[config.mk]
export PLATFORM = sky130hd
export DESIGN_NAME = program_sequencer
export DESIGN_NICKNAME = d
export VERILOG_FILES = /design/src/rtl/instructions.sv /design/src/rtl/program_sequencer_pkg.sv /design/src/rtl/program_sequencer_sync2.sv /design/src/rtl/program_sequencer.sv
export SDC_FILE = /design/constraint.sdc
export NUM_CORES = 1
export LEC_CHECK = 0
export ABC_AREA = 1
export CORE_AREA = 3 3 89 91
export CTS_CLUSTER_SIZE = 16
export DETAILED_ROUTE_END_ITERATION = 10
export DIE_AREA = 0 0 92 94
export PLACE_DENSITY = 0.68
export SLEW_MARGIN = 20
export SYNTH_ARGS = -nofsm -noshare
export SYNTH_HDL_FRONTEND = slang
export SYNTH_SLANG_ARGS = --single-unit
[constraint.sdc]
create_clock -name clk -period 4.6 [get_ports clk]
set_clock_uncertainty 0.15 [all_clocks]
set_input_delay 1.38 -clock clk [delete_from_list [all_inputs] [get_ports clk]]
set_output_delay 1.38 -clock clk [all_outputs]
set_load 0.02 [all_outputs]
[src/rtl/instructions.sv]
// Shared opcode set presented to the ICU; encodings follow the MC14500 ordering.
package instructions;

  typedef enum logic [3:0] {
    NOPO = 4'h0,
    LD   = 4'h1,
    LDC  = 4'h2,
    AND  = 4'h3,
    ANDC = 4'h4,
    OR   = 4'h5,
    ORC  = 4'h6,
    XNOR = 4'h7,
    STO  = 4'h8,
    STOC = 4'h9,
    IEN  = 4'hA,
    OEN  = 4'hB,
    JMP  = 4'hC,
    RTN  = 4'hD,
    SKZ  = 4'hE,
    NOPF = 4'hF
  } instruction_t;

endpackage

[src/rtl/program_sequencer_pkg.sv]
// Local types for the program sequencer control FSM.
package program_sequencer_pkg;

  typedef enum logic [2:0] {
    S_IDLE,
    S_FETCH,
    S_LOAD,
    S_ISSUE,
    S_RELEASE,
    S_HALT
  } seq_state_e;

endpackage

[src/rtl/program_sequencer_sync2.sv]
// Two-flop synchroniser for the asynchronous ICU acknowledge.
module sync2 (
  input  logic clk,
  input  logic rst_n,
  input  logic d,
  output logic q
);

  logic meta_q;
  logic sync_q;

  always_ff @(posedge clk or negedge rst_n) begin
    if (!rst_n) begin
      meta_q <= 1'b0;
      sync_q <= 1'b0;
    end else begin
      meta_q <= d;
      sync_q <= meta_q;
    end
  end

  assign q = sync_q;

endmodule

[src/rtl/program_sequencer.sv]
// Program sequencer: fetches opcode/operand words, hands each opcode to the ICU
// over a four-phase req/ack handshake, and steps the PC with a small return stack.
module program_sequencer
  import instructions::*;
  import program_sequencer_pkg::*;
#(
  parameter int unsigned PC_W    = 8,
  parameter int unsigned STACK_D = 4
) (
  input  logic              clk,
  input  logic              rst_n,
  input  logic              run,
  output logic [PC_W-1:0]   mem_addr,
  input  logic [PC_W+3:0]   mem_data,
  output logic              req,
  input  logic              ack,
  output instruction_t      instruction,
  input  logic              jmp,
  input  logic              rtn,
  input  logic              flag_f,
  output logic              halted,
  output logic              stack_ovf,
  output logic              stack_unf
);

  localparam int unsigned SP_W  = $clog2(STACK_D + 1);
  localparam int unsigned IDX_W = (STACK_D > 1) ? $clog2(STACK_D) : 1;

  seq_state_e        state_q, state_d;
  logic [PC_W-1:0]   pc_q, pc_d;
  logic [PC_W-1:0]   operand_q, operand_d;
  instruction_t      instr_q, instr_d;
  logic              jmp_q, jmp_d;
  logic              rtn_q, rtn_d;
  logic              flag_q, flag_d;
  logic [SP_W-1:0]   sp_q, sp_d;
  logic [PC_W-1:0]   stack_q [STACK_D];
  logic [PC_W-1:0]   stack_d [STACK_D];
  logic              ovf_q, ovf_d;
  logic              unf_q, unf_d;
  logic              run_low_q, run_low_d;
  logic              ack_s;
  logic [PC_W-1:0]   pc_inc;
  logic [SP_W-1:0]   sp_dec;

  sync2 u_ack_sync (
    .clk   (clk),
    .rst_n (rst_n),
    .d     (ack),
    .q     (ack_s)
  );

  assign pc_inc = pc_q + PC_W'(1);
  assign sp_dec = sp_q - SP_W'(1);

  always_ff @(posedge clk or negedge rst_n) begin
    if (!rst_n) begin
      state_q   <= S_IDLE;
      pc_q      <= '0;
      operand_q <= '0;
      instr_q   <= NOPO;
      jmp_q     <= 1'b0;
      rtn_q     <= 1'b0;
      flag_q    <= 1'b0;
      sp_q      <= '0;
      ovf_q     <= 1'b0;
      unf_q     <= 1'b0;
      run_low_q <= 1'b0;
      for (int unsigned i = 0; i < STACK_D; i++) stack_q[i] <= '0;
    end else begin
      state_q   <= state_d;
      pc_q      <= pc_d;
      operand_q <= operand_d;
      instr_q   <= instr_d;
      jmp_q     <= jmp_d;
      rtn_q     <= rtn_d;
      flag_q    <= flag_d;
      sp_q      <= sp_d;
      ovf_q     <= ovf_d;
      unf_q     <= unf_d;
      run_low_q <= run_low_d;
      stack_q   <= stack_d;
    end
  end

  always_comb begin
    state_d   = state_q;
    pc_d      = pc_q;
    operand_d = operand_q;
    instr_d   = instr_q;
    jmp_d     = jmp_q;
    rtn_d     = rtn_q;
    flag_d    = flag_q;
    sp_d      = sp_q;
    ovf_d     = ovf_q;
    unf_d     = unf_q;
    run_low_d = run_low_q;
    stack_d   = stack_q;

    unique case (state_q)
      S_IDLE: begin
        if (run) state_d = S_FETCH;
      end
      S_FETCH: begin
        state_d = S_LOAD;
      end
      S_LOAD: begin
        instr_d   = instruction_t'(mem_data[PC_W+3:PC_W]);
        operand_d = mem_data[PC_W-1:0];
        // Hold off req while a stale ack (e.g. ICU not yet reset) is still visible.
        if (!ack_s) state_d = S_ISSUE;
      end
      S_ISSUE: begin
        if (ack_s) begin
          jmp_d   = jmp;
          rtn_d   = rtn;
          flag_d  = flag_f;
          state_d = S_RELEASE;
        end
      end
      S_RELEASE: begin
        if (!ack_s) begin
          if (jmp_q) begin
            pc_d = operand_q;
            if (sp_q == SP_W'(STACK_D)) begin
              ovf_d = 1'b1;
            end else begin
              stack_d[sp_q[IDX_W-1:0]] = pc_inc;
              sp_d = sp_q + SP_W'(1);
            end
          end else if (rtn_q) begin
            if (sp_q == '0) begin
              pc_d  = '0;
              unf_d = 1'b1;
            end else begin
              pc_d = stack_q[sp_dec[IDX_W-1:0]];
              sp_d = sp_dec;
            end
          end else begin
            pc_d = pc_inc;
          end
          run_low_d = !run;
          state_d   = (flag_q || !run) ? S_HALT : S_FETCH;
        end
      end
      S_HALT: begin
        if (!run) begin
          run_low_d = 1'b1;
        end else if (run_low_q) begin
          run_low_d = 1'b0;
          state_d   = S_FETCH;
        end
      end
      default: state_d = S_IDLE;
    endcase
  end

  assign mem_addr    = pc_q;
  assign req         = (state_q == S_ISSUE);
  assign instruction = instr_q;
  assign halted      = (state_q == S_IDLE) || (state_q == S_HALT);
  assign stack_ovf   = ovf_q;
  assign stack_unf   = unf_q;

endmodule

==> impl_metrics.json, run 1 <==
{
  "arrival_ps": 1840,
  "clkLatencyLatePin_ps": 340,
  "worstSetupStartpointType": "flip-flop",
  "drc_errors": 0,
  "grt_overflow": 0,
  "cts_root_buf": "clkbuf_8",
  "async_flop_share": 1.00,
  "synth_top_flop_cell": "dfrtp_1",
  "finalNetCount": 470,
  "clock_path_buffers": 2,
  "cts_setup_buffers": 0,
  "grt_setup_unrepaired": "false",
  "core-area_um2": 7210,
  "ys_ff_latch": 66,
  "grt_use_met3": 0.0417,
  "areaGrowthSynthToFinish_pct": 15.6,
  "drive_gt1_frac": 0.109,
  "io_pins": 35,
  "ctsResizeCount": 0,
  "wl_um": 7210,
  "grt_pass1_vias": 2686,
  "setup_violations": 0,
  "grt-busiest-layer": "met2",
  "worstPathMaxFanout": 8,
  "drv_slew": 0,
  "leakage_nw": 1.95,
  "antenna_cells": 0,
  "start_util": 0.478,
  "p_per_area_nw_per_um2": 661,
  "grt_max_degree": 37,
  "syn_nets": 436,
  "setup_ws_ps": 1230,
  "via_count": 2723,
  "fmaxAchievable_mhz": 297,
  "crit_path_end_kind": "primary output",
  "use_met1": 0.241,
  "drt_first_iter_violations": 103,
  "hold_buffers": 0,
  "vias_per_cell": 4.97,
  "seq_area_frac_synth": 0.479,
  "io_buffer_count": 34,
  "die_h_um": 94,
  "antenna_found_initial": 0,
  "dr.pass1.iters": 4,
  "cts_tree": "done",
  "relSlewSlack": 0.542,
  "rows": 31,
  "cts.clk_slew.worst_paths_ps": 70,
  "syn_inst": 411,
  "synth_cell_type_count": 36,
  "period_share": 0.733,
  "r2r_cells": 8,
  "drv_cap": 0,
  "grt_pass1_wl_um": 12600,
  "synth_enable_flop_cells": 0,
  "grt.total_usage": 0.185,
  "htreeDepth": 3,
  "worst_pin_slew_ps": 687,
  "numCtsBuffers": 9,
  "gp_congestion": 0.832,
  "dpl_cell_area_um2": 3830,
  "ant_nets": 0,
  "min_path_cells": 0,
  "hpwl_um": 5380,
  "stdcell_area_um2": 3990,
  "syn_area_um2": 3450,
  "finalHoldViolCount": 0,
  "synth.avg_cell_area_um2": 8.39,
  "finalSetupTns_ps": 0,
  "synth_warnings": 0,
  "fin_util": 0.553,
  "worstSetupPathType": "reg2out",
  "fill_cells": 670,
  "wl_per_cell_um": 13.2,
  "die_width_um": 92,
  "period_needed_ps": 3370,
  "clock_sinks": 66,
  "placed_cells": 533,
  "outcome": "finished clean",
  "dieArea_um2": 8650,
  "peakVddDrop_v": 0.000427,
  "min_path_type": "reg2reg",
  "critical_path_required_ps": 3070,
  "grt_use_met2": 0.291,
  "finalNonFillerCells": 548,
  "pre_cts_slack_ps": 1610
}
## cells in the mapped netlist (2+ instances only)
library cell / number / area share
nor2_1: 24 / 0.026
ha_1: 6 / 0.022
o21ai_2: 2 / 0.0051
inv_1: 36 / 0.039
inv_2: 2 / 0.0022
buf_6: 3 / 0.0098
o21ai_1: 14 / 0.020
xor2_1: 5 / 0.013
nor2_4: 5 / 0.016
o21bai_1: 2 / 0.0044
and2_1: 3 / 0.0054
a21oi_1: 9 / 0.013
nand3_1: 28 / 0.041
xnor2_1: 2 / 0.0051
buf_2: 6 / 0.0087
or2_2: 3 / 0.0054
o21ai_0: 24 / 0.035
mux2_1: 4 / 0.013
a21boi_0: 2 / 0.0044
buf_4: 3 / 0.0065
mux2_2: 9 / 0.029
nor2_2: 4 / 0.0073
dfrtp_1: 66 / 0.48
nand2_1: 136 / 0.15
nand2_4: 2 / 0.0065
## kinds of logic after synthesis
kind of cell,synth area share
AND/OR/NAND/NOR,0.279
flip-flops,0.479
AO/OA/AOI/OAI,0.0937
XOR/XNOR,0.0178
buffers and inverters,0.0664
adder cells (fa/ha/maj),0.0218
multiplexers,0.0425
## layout by cell type (no fill, tap or decap), types with 2 or more instances in the layout
master,instances
o21ai_0,24
and2_1,3
xor2_1,5
nor2_2,4
clkbuf_8,9
mux2_1,4
or2_2,3
nand3_1,28
o21bai_1,2
o21ai_2,2
a21oi_1,9
o21ai_1,14
dfrtp_1,66
nand2_1,136
a21boi_0,2
nor2_1,24
ha_1,6
nand2_4,2
clkinv_2,4
inv_2,2
clkinvlp_4,2
mux2_2,9
nor2_4,5
xnor2_1,2
clkdlybuf4s50_1,33
inv_1,36
## final cells by class
class	count	area (µm²)	area share
flip-flops and latches	66	1650	0.414
multi-input cells	295	1570	0.393
repair buffers	35	343	0.0860
inverters	38	143	0.0358
clock buffers	9	124	0.0311
well taps	99	124	0.0311
clock inverters	6	35.0	0.00879
## per-stage QoR
stage               hold slack, ps  power [W]
finish                         203    0.00263
global route                   205    0.00285
CTS                            200    0.00266
detailed placement             185    0.00224
global placement               187    0.00221
floorplan                      181    0.00187
## state kept, by name (all words and copies together), names as in the netlist, 3 cells and up
| register | cells |
|---|---|
| state_q | 3 |
| stack_q | 32 |
| operand_q | 8 |
| mem_addr | 8 |
| instruction | 4 |
| sp_q | 3 |
## power by group
group / leakage [nW] / internal [W] / switching [W]
registers: 0.843 / 0.000799 / 0.000221
clock network: 0.0806 / 0.000188 / 0.000216
logic: 1.03 / 0.000495 / 0.000716
total: 1.95 / 0.00148 / 0.00115
## worst paths after layout
path	from	to	slack (ps)
min in group asynchronous	rst_n	rtn_q	940
worst max register to register	sp_q[0]	mem_addr[7]	1840
worst min register to register	u_ack_sync.meta_q	u_ack_sync.q	200
worst max-delay path	state_q[2]	halted	1230
max in group asynchronous	rst_n	sp_q[0]	2460
worst min-delay path	u_ack_sync.meta_q	u_ack_sync.q	200
## worst max-delay path, cell delays in order (launching register included)
cell,delay [ps]
dfrtp_1,490
nor2_2,170
inv_1,60
o21ai_1,160
clkdlybuf4s50_1,630
## per-layer routing
metal  vias up  wire [µm]
met5         -          0
met4         0        172
met3        12        319
met2        57       3300
met1      1278       3420
li1       1376          -
No activity file was read; power rests on OpenSTA's default activity.
==> inputs of run 2 (changes only) <==
PLACE_DENSITY = 0.71   (was 0.68)
clock period = 2.9 ns   (was 4.6 ns; I/O delays follow)
==> run 2 against run 1 <==
Net effect:
- utilization up 0.83 points
- die area did not move
- worst hold slack gained 7.6 ps
- critical endpoint is now req
- highest routed layer unchanged
==> impl_metrics.json, run 2 (same netlist as run 1, synthesis figures left out) <==
{
  "cts_root_buf": "clkbuf_8",
  "peakVddDrop_v": 0.000601,
  "grt_max_degree": 48,
  "grt_overflow": 0,
  "final_common_cell": "nand2_1",
  "min_path_cells": 0,
  "outcome": "finished clean",
  "io_pins": 35,
  "largest_reg_flops": 32,
  "relSlewSlack": 0.565,
  "cts_tree": "done",
  "finalNetCount": 473,
  "hold_buffers": 0,
  "clock_sinks": 66,
  "htreeDepth": 3,
  "grt_pass1_vias": 2732,
  "wl_met3_um": 452,
  "die_h_um": 94,
  "die_width_um": 92,
  "share_seq_of_total_power": 0.365,
  "pwr-share-comb": 0.469,
  "worstSetupStartpointType": "flip-flop",
  "fmaxAchievable_mhz": 362,
  "multiInputGateArea_um2": 1570,
  "cts_setup_buffers": 0,
  "route.met2.wl_um": 3540,
  "setup_violations": 0,
  "crit_family": "buffers and inverters",
  "worstPathMaxFanout": 6,
  "wl_met1_um": 3330,
  "fill_cells": 666,
  "start_util": 0.478,
  "grt_setup_unrepaired": "false",
  "r2r_cells": 6,
  "drv_slew": 0,
  "holdPathEnd": "u_ack_sync.q",
  "via_count": 2765,
  "leakage_nw": 1.99,
  "wl_per_cell_um": 13.6,
  "grt.total_usage": 0.186,
  "p_per_area_nw_per_um2": 1070,
  "hpwl_um": 5440,
  "p_int_w": 0.00244,
  "critical_path_required_ps": 1880,
  "power_w": 0.00433,
  "crit_buf_inv": 1,
  "hp-start": "u_ack_sync.meta_q",
  "dpl_cell_area_um2": 3860,
  "finalNonFillerCells": 552,
  "arrival_ps": 1740,
  "vias_per_cell": 5.01,
  "drc_errors": 0,
  "io_buffer_count": 34,
  "numCtsBuffers": 9,
  "top_layer_used": "met4",
  "crit_path_top_delay_cell": "clkdlybuf4s50_1",
  "clockPowerShare": 0.166,
  "slowest_delay_ps": 630,
  "r2r_setup_slack_ps": 920,
  "wl_um": 7490,
  "p_switching_w": 0.00189,
  "period_share": 0.952,
  "rows": 31,
  "drive_gt1_frac": 0.115,
  "cp_cell_sequence": "nand2_1 -> nor2_2 -> clkdlybuf4s50_1",
  "p_sw_frac": 0.437,
  "dieArea_um2": 8650,
  "stdcell_area_um2": 4050,
  "finalSetupTns_ps": 0,
  "antenna_cells": 0,
  "clock_path_buffers": 2,
  "regArea_um2": 1650,
  "finalHoldViolCount": 0,
  "clkLatencyLatePin_ps": 350,
  "worst_pin_slew_ps": 652,
  "dr.pass1.iters": 4,
  "worstSetupPathType": "reg2out",
  "core-area_um2": 7210,
  "drv_cap": 0,
  "placed_cells": 536,
  "ant_nets": 0,
  "cts.clk_slew.worst_paths_ps": 70,
  "antenna_found_initial": 0,
  "crit_path_end_kind": "primary output",
  "min_path_type": "reg2reg",
  "worst_r2r_endpoint": "stack_q[8]",
  "areaGrowthSynthToFinish_pct": 17.4,
  "mostFrequentLayoutCells": "136 x nand2_1, 66 x dfrtp_1, 36 x inv_1",
  "gp_congestion": 0.836,
  "drt_first_iter_violations": 149,
  "period_needed_ps": 2760,
  "reg2reg_from": "state_q[1]",
  "grt_pass1_wl_um": 12600,
  "top_register": "stack_q"
}
run 2: power groups by stage:
stage	logic, W	clock network (W)	registers [W]
2_1_floorplan	0.00135	0	0.00162
3_3_place_gp	0.00199	0	0.00158
3_5_place_dp	0.00203	0	0.00159
4_1_cts	0.00205	0.000731	0.00158
5_1_grt	0.00225	0.000778	0.00164
6_report	0.00203	0.000721	0.00158
run 2: worst max path at each step:
stage | cells past startpoint | end | startpoint | slack (ps)
after floorplan | 4 | halted | state_q[2] | 860
after global placement | 4 | halted | state_q[2] | 410
after detailed placement | 4 | halted | state_q[2] | 410
after CTS | 4 | halted | state_q[2] | 20
after global routing | 3 | req | state_q[0] | 10
final | 3 | req | state_q[0] | 140
run 2: layout make-up:
type | count | share of cell area
Clock buffer | 12 | 0.0383
Clock inverter | 4 | 0.00649
Inverter | 38 | 0.0353
Multi-Input combinational cell | 295 | 0.387
Sequential cell | 66 | 0.408
Tap cell | 99 | 0.0306
Timing Repair Buffer | 38 | 0.0940
run 2: stage by stage:
step | utilization | setup slack, ps | hold slack (ps)
floorplan | - | 865 | 181
global placement | 0.535 | 412 | 187
detailed placement | 0.535 | 410 | 193
CTS | 0.561 | 15.2 | 209
global route | 0.561 | 12.3 | 211
finish | 0.561 | 138 | 210
run 2: routing by layer:
layer  global-route usage  vias to the layer above
met3               0.0433                       13
met1                0.228                     1294
li1                     -                     1387
met2                0.309                       71
met4               0.0941                        0
met5                    0                        -
run 2: worst reg2reg max path, cell delays in order (launching register included):
cell     delay (ps)
dfrtp_1         460
nor2_4          180
nand2_4          80
nor2_8          230
nand3_4         220
nor2_2          410
o21ai_0         130
run 2: what timing repair did:
item	in CTS	in global routing
endpoints found under the hold margin	0	0
setup endpoints to repair	0	1
resized for setup	0	1
==> inputs of run 3 (changes only) <==
CAP_MARGIN = 10   (was unset)
CORE_AREA = 3 3 97 99   (was 3 3 89 91)
DIE_AREA = 0 0 100 102   (was 0 0 92 94)
PLACE_DENSITY = unset   (was 0.71)
==> run 3 against run 2 <==
Net effect:
- combinational power is essentially flat
- largest cell class unchanged
- register-to-register slack lost 80 ps
- worst hold slack is essentially flat
- count of clock-buffer cells in the layout shrank 1
- sequential power is essentially flat
- largest power group unchanged
- maximum frequency grew 0.78%
==> impl_metrics.json, run 3 (same netlist as run 1, synthesis figures left out) <==
{
  "mostFrequentLayoutCells": "136 x nand2_1, 66 x dfrtp_1, 36 x inv_1",
  "cp_cell_sequence": "nand2_1 -> nor2_2 -> clkdlybuf4s50_1",
  "grt_setup_unrepaired": "false",
  "crit_path_end_kind": "primary output",
  "io_pins": 35,
  "p_per_area_nw_per_um2": 1100,
  "setup_violations": 0,
  "clock_sinks": 66,
  "worst_r2r_endpoint": "mem_addr[4]",
  "grt_overflow": 0,
  "peakVddDrop_v": 0.000542,
  "worstSetupStartpointType": "flip-flop",
  "finalNonFillerCells": 560,
  "antenna_found_initial": 0,
  "dr.pass1.iters": 4,
  "leakage_nw": 2.01,
  "wl_um": 7650,
  "relSlewSlack": 0.578,
  "drt_first_iter_violations": 132,
  "die_h_um": 102,
  "numCtsBuffers": 9,
  "finalSetupTns_ps": 0,
  "crit_path_top_delay_cell": "clkdlybuf4s50_1",
  "slowest_delay_ps": 630,
  "die_width_um": 100,
  "grt_pass1_vias": 2735,
  "finalNetCount": 472,
  "min_path_type": "reg2reg",
  "placed_cells": 544,
  "r2r_setup_slack_ps": 840,
  "cts_root_buf": "clkbuf_8",
  "start_util": 0.399,
  "rows": 34,
  "htreeDepth": 3,
  "largest_reg_flops": 32,
  "drv_cap": 0,
  "drive_gt1_frac": 0.115,
  "dieArea_um2": 10200,
  "crit_start": "state_q[1]",
  "grt_pass1_wl_um": 13200,
  "setup_ws_ps": 159,
  "period_needed_ps": 2740,
  "grt_max_degree": 51,
  "clock_path_buffers": 2,
  "via_count": 2681,
  "reg2reg_from": "sp_q[1]",
  "final_common_cell": "nand2_1",
  "worstPathMaxFanout": 6,
  "ant_nets": 0,
  "core-area_um2": 8640,
  "worstSetupPathType": "reg2out",
  "r2r_cells": 8,
  "gp_congestion": 0.861,
  "period_share": 0.945,
  "cts_tree": "done",
  "fmaxAchievable_mhz": 365,
  "outcome": "finished clean",
  "cp-endpoint": "req",
  "top_register": "stack_q",
  "drc_errors": 0,
  "worst_pin_slew_ps": 634,
  "pre_cts_slack_ps": 402,
  "critical_path_required_ps": 1880,
  "areaGrowthSynthToFinish_pct": 19.1,
  "io_buffer_count": 34,
  "clkLatencyLatePin_ps": 340,
  "hpwl_um": 5560,
  "vias_per_cell": 4.79,
  "wl_per_cell_um": 13.7,
  "cts.clk_slew.worst_paths_ps": 70,
  "arrival_ps": 1720,
  "antenna_cells": 0,
  "drv_slew": 0,
  "finalHoldViolCount": 0,
  "grt.total_usage": 0.162
}
-- run 3: metal layers --
metal	wire, µm	global-route usage	vias up
met5	0	0	-
met4	33	0.0425	0
met3	329	0.0457	2
met2	3590	0.263	61
met1	3690	0.216	1234
li1	-	-	1384
-- run 3: through the flow --
stage,util,cell area (µm²),hold slack (ps),power [W]
6_report,0.475,4110,210,0.00450
5_1_grt,0.475,4110,220,0.00487
2_1_floorplan,-,3450,181,0.00297
3_3_place_gp,0.448,3870,187,0.00357
3_5_place_dp,0.448,3870,191,0.00361
4_1_cts,0.475,4100,209,0.00454
-- run 3: how the worst min path moves through the flow --
stage / start / to / slack (ps) / cells past startpoint
finish: u_ack_sync.meta_q / u_ack_sync.q / 210 / 0
global route: u_ack_sync.meta_q / u_ack_sync.q / 220 / 0
CTS: u_ack_sync.meta_q / u_ack_sync.q / 210 / 0
detailed placement: u_ack_sync.meta_q / u_ack_sync.q / 190 / 0
global placement: u_ack_sync.meta_q / u_ack_sync.q / 190 / 0
floorplan: u_ack_sync.meta_q / u_ack_sync.q / 180 / 0
-- run 3: repair_timing --
item	4_1_cts	5_1_grt
endpoints found under the setup margin	0	1
hold buffers	0	0
gates resized for setup	0	1
buffers inserted	0	0
-- run 3: final cells by class --
class | count | area [µm²]
well taps | 108 | 135
repair buffers | 37 | 373
clock inverters | 5 | 85.1
clock buffers | 11 | 151
multi-input cells | 295 | 1570
flip-flops and latches | 66 | 1650
inverters | 38 | 143
fillers | 847 | 4530
-- run 3: report_power, final --
group | total, W | switching, W | internal, W | leakage, nW
Clock | 0.000913 | 0.000378 | 0.000536 | 0.116
Combinational | 0.00201 | 0.00121 | 0.000802 | 1.05
Sequential | 0.00158 | 0.000311 | 0.00127 | 0.843
Total | 0.00450 | 0.00189 | 0.00260 | 2.01
-- run 3: critical path: cells and delay by family (launching register included) --
kind	cells	cell delay [ps]
DFF	1	480
buffers and inverters	1	630
and+or+nand+nor	2	290
